===== config.mk =====
export PLATFORM = sky130hd
export DESIGN_NAME = par_to_ser_reg
export DESIGN_NICKNAME = d
export VERILOG_FILES = /design/src/rtl/par_to_ser_reg.sv
export SDC_FILE = /design/constraint.sdc
export NUM_CORES = 1
export LEC_CHECK = 0
export CAP_MARGIN = 25
export CORE_AREA = 2 2 39 41
export DETAILED_ROUTE_END_ITERATION = 10
export DIE_AREA = 0 0 41 43
export GPL_TIMING_DRIVEN = 1
export MAX_ROUTING_LAYER = met4
export SKIP_CTS_REPAIR_TIMING = 1
export SLEW_MARGIN = 20
export SYNTH_ARGS = -nofsm -noshare
export SYNTH_HDL_FRONTEND = slang
export SYNTH_SLANG_ARGS = --single-unit

===== constraint.sdc =====
create_clock -name clk -period 2.19 [get_ports clk]
set_input_delay 0.438 -clock clk [delete_from_list [all_inputs] [get_ports clk]]
set_output_delay 0.438 -clock clk [all_outputs]
set_load 0.03 [all_outputs]

===== src/rtl/par_to_ser_reg.sv =====
// Parallel-in/serial-out word shifter with valid/ready handshakes on both sides.
// Optional out_last output is enabled by defining PAR_TO_SER_LAST_EN.
module par_to_ser_reg #(
    parameter int WIDTH  = 4,
    parameter int HEIGHT = 1
) (
    input  logic                          clk,
    input  logic                          reset,
    input  logic                          load_valid,
    output logic                          load_ready,
    input  logic [WIDTH-1:0][HEIGHT-1:0]  load_data,
    output logic                          out_valid,
    input  logic                          out_ready,
    output logic [HEIGHT-1:0]             out,
`ifdef PAR_TO_SER_LAST_EN
    output logic                          busy,
    output logic                          out_last
`else
    output logic                          busy
`endif
);

    localparam int CNT_W = $clog2(WIDTH + 1);

    localparam logic [0:0] IDLE  = 1'b0;
    localparam logic [0:0] SHIFT = 1'b1;

    logic [0:0]                     state_q, state_d;
    logic [CNT_W-1:0]               cnt_q, cnt_d;
    logic [WIDTH-1:0][HEIGHT-1:0]   buf_q, buf_d;

    logic in_shift;
    logic last_word;
    logic load_hs;
    logic out_hs;

    assign in_shift   = (state_q == SHIFT);
    assign last_word  = (cnt_q == CNT_W'(1));
    assign out        = buf_q[WIDTH-1];
    assign out_valid  = in_shift;
    assign busy       = in_shift;
    // Depends on out_ready only, so load_valid never reaches an output combinationally.
    assign load_ready = !in_shift || (last_word && out_ready);
    assign load_hs    = load_valid && load_ready;
    assign out_hs     = in_shift && out_ready;

`ifdef PAR_TO_SER_LAST_EN
    assign out_last = in_shift && last_word;
`endif

    always_comb begin
        // NOTE: every next-state signal gets a default first so no latch is inferred.
        state_d = state_q;
        cnt_d   = cnt_q;
        buf_d   = buf_q;

        if (out_hs) begin
            for (int i = WIDTH - 1; i > 0; i--) begin
                buf_d[i] = buf_q[i-1];
            end
            buf_d[0] = '0;
            cnt_d    = cnt_q - CNT_W'(1);
            if (last_word) begin
                state_d = IDLE;
            end
        end

        // A load coinciding with the final-word handshake overrides the shift.
        if (load_hs) begin
            buf_d   = load_data;
            cnt_d   = CNT_W'(WIDTH);
            state_d = SHIFT;
        end
    end

    // NOTE: the word buffer is reset too, because out is driven straight from it and must read 0.
    always_ff @(posedge clk or posedge reset) begin
        if (reset) begin
            state_q <= IDLE;
            cnt_q   <= '0;
            buf_q   <= '0;
        end else begin
            // NOTE: non-blocking assignments keep all registers updating from pre-edge values.
            state_q <= state_d;
            cnt_q   <= cnt_d;
            buf_q   <= buf_d;
        end
    end

endmodule


==> results by group <==
Timing
  • Fin crit share: 84.4%
  • Hold Vio Cnt, Final: 0
  • Headroom to the max-slew limit: 70.5%
  • Max Clock Freq: 541 MHz
  • Fin crit period: 1850 ps
  • Worst-Margin Slew: 434 ps
  • Final Setup Violations: 0
  • Sum Neg Setup Slack: 0 ps
  • Worst Skew: 0.399 ps
  • RSZ-0062 raised after global routing: false
  • Fin. max-slew vios: 0

Worst setup path
  • Worst setup EP type: output port
  • RR Startpoint: cnt_q[0]
  • Worst-path fanout max: 6
  • Slowest CP cell: clkdlybuf4s50_1
  • CP required: 1750 ps
  • Worst Setup Path Type: flip-flop to output port
  • Worst r2r path cells: 4
  • Startpoint types: flip-flop
  • Critical path, cell by cell: clkdlybuf4s50_1
  • Sum of buffers and inverters on the critical path: 1
  • Data arrival, critical path: ~1400 ps
  • Crit-path max cell delay: 710 ps
  • Reg2Reg Capture Point: buf_q[2]
  • Crit path max-delay family: buffers and inverters
  • FF-to-FF setup slack: 820 ps

Die
  • Die area: 0.00176 sq mm
  • Die height: 43 um
  • Core area: roughly 0.0014 sq mm
  • FP Rows: 14
  • IO Count: 12
  • Chip Width: 41 um
  • Initial Utilization: between 20 and 30%

Synth
  • Seq/Total Area, Yosys: 50.3%
  • Syn. warnings: 0
  • Post-synthesis cell count: 36
  • Synthesized net count: 46
  • Average size of a mapped cell: 11.1 sq um
  • Seq cells post-synth: 8
  • Synth cell types: 14
  • Synth Cell Area: 398 sq um

CTS
  • H-tree levels: 1
  • Clock tree from TritonCTS: built
  • CTS Buffer Depth: 2
  • Worst-path clk slew: 60 ps
  • Root Driver: clkbuf_4
  • Total CTS buffers: 3
  • Clock tree sinks: 8
  • Worst skew pair latency: 260 ps

Detailed routing
  • Vias: 311
  • Residual DRC: 0
  • DR pass1 iterations: 4
  • Final Routed Wirelength: 804 um
  • Drt via density: ~4.8
  • First DRT Iteration DRCs: 8
  • Routed WL per cell: 12.4 um
  • Antenna viol nets, final: 0

Finish
  • Layout net count: 61
  • Final Non-Filler Cells: 65
  • Share of layout cells above drive strength 1: 18.4%
  • P&R area growth vs syn: 35.8%
  • Commonest cells after routing, fill and taps aside: 10 x clkdlybuf4s50_1, 8 x dfrtp_1, 4 x nand2b_1, 4 x inv_1
  • Commonest non-fill, non-tap cell in the layout: clkdlybuf4s50_1
  • Ant diodes: 0

Global route
  • Vias in the first global route: 277
  • First-pass GRT wire length: between 1000 and 1500 um
  • Gr usage total: 12.7%
  • Largest net degree at the start of global routing: 9
  • Total gr overflow: 0
  • Initial antenna violation count: 0

Placed design
  • GPL Wtd Cong: 0.674
  • Port Buf Inserts: 11
  • Dpl cells: 62

Min path
  • HP Class: input port to async pin

Pwr
  • Pwr dens: 1180 mW/mm^2
  • Leak: 0.000237 uW
  • Maximum VDD drop: 0.559 mV

Status
  • Status: complete, no violations

Job
  • MaxCap Viol Count: 0
## cells by family after synthesis
| family | count (synthesis) | synth area share (%) |
|---|---|---|
| flip-flops | 8 | 50.3 |
| AO/OA/AOI/OAI | 8 | 17.3 |
| adder cells (fa/ha/maj) | 2 | 6.29 |
| AND/OR/NAND/NOR | 12 | 17.0 |
| multiplexers | 1 | 3.46 |
| buffers and inverters | 5 | 5.66 |
## area by class of cell
cell class,count,area [sq um]
Sequential cell,8,200
Clock buffer,3,22.5
Inverter,4,15.0
Fill cell,150,843
Tap cell,16,20.0
Timing Repair Buffer,11,108
Multi-Input combinational cell,23,175
## synthesized netlist by cell type
cell	count	area share, %
o21ai_0	3	3.8
a21bo_2	1	2.5
mux2i_2	1	3.5
inv_1	4	3.8
nand3b_1	2	3.8
o221a_2	3	8.5
ha_1	2	6.3
nand2_1	3	2.8
nand3_1	2	2.5
buf_4	1	1.9
or3_1	1	1.6
a32o_1	1	2.5
dfrtp_1	8	50
nand2b_1	4	6.3
## metrics by stage
stage	power, uW	cell area [sq um]	hold WS, ps	setup WS [ps]	util, %
3_5_place_dp	524	518	482	406	37.4
4_1_cts	644	541	422	326	39.1
3_3_place_gp	514	518	470	421	37.4
6_report	638	541	417	341	39.1
2_1_floorplan	433	398	254	830	-
5_1_grt	689	541	461	264	39.1
## worst max-delay path by stage
stage	startpoint	to	slack, ps	cells after the start
floorplan	cnt_q[1]	load_ready	830	4
global placement	out_ready	load_ready	420	4
detailed placement	out_ready	load_ready	410	4
CTS	busy	out_valid	330	1
global route	busy	out_valid	260	1
finish	busy	out_valid	340	1
## state kept, by name (all words and copies together), names as in the netlist
| register | cells |
|---|---|
| cnt_q | 3 |
| out | 1 |
| busy | 1 |
| buf_q | 3 |
## worst reg2reg max path: cells and delay by family, from the launching register on
family | cells | cell delay (ps)
simple gates | 2 | 280
fa+ha+maj | 1 | 230
compound gates | 1 | 340
flops | 1 | 410
## report_power, final
| part | internal, uW | total (uW) | switching, uW | leakage, uW |
|---|---|---|---|---|
| clock | 62.9 | 116 | 53.0 | 0.0000138 |
| combinational | 133 | 272 | 138 | 0.000130 |
| sequential | 209 | 250 | 41.0 | 0.0000934 |
| total | 405 | 638 | 232 | 0.000237 |
## routing by layer
layer	vias up	part of all wire [%]	track usage (%)
li1	154	-	-
met1	142	44	16.1
met2	13	44	14.7
met3	2	9.5	9.42
met4	0	1.7	6.00
met5	-	0	-
No activity file was read; power rests on OpenSTA's default activity.
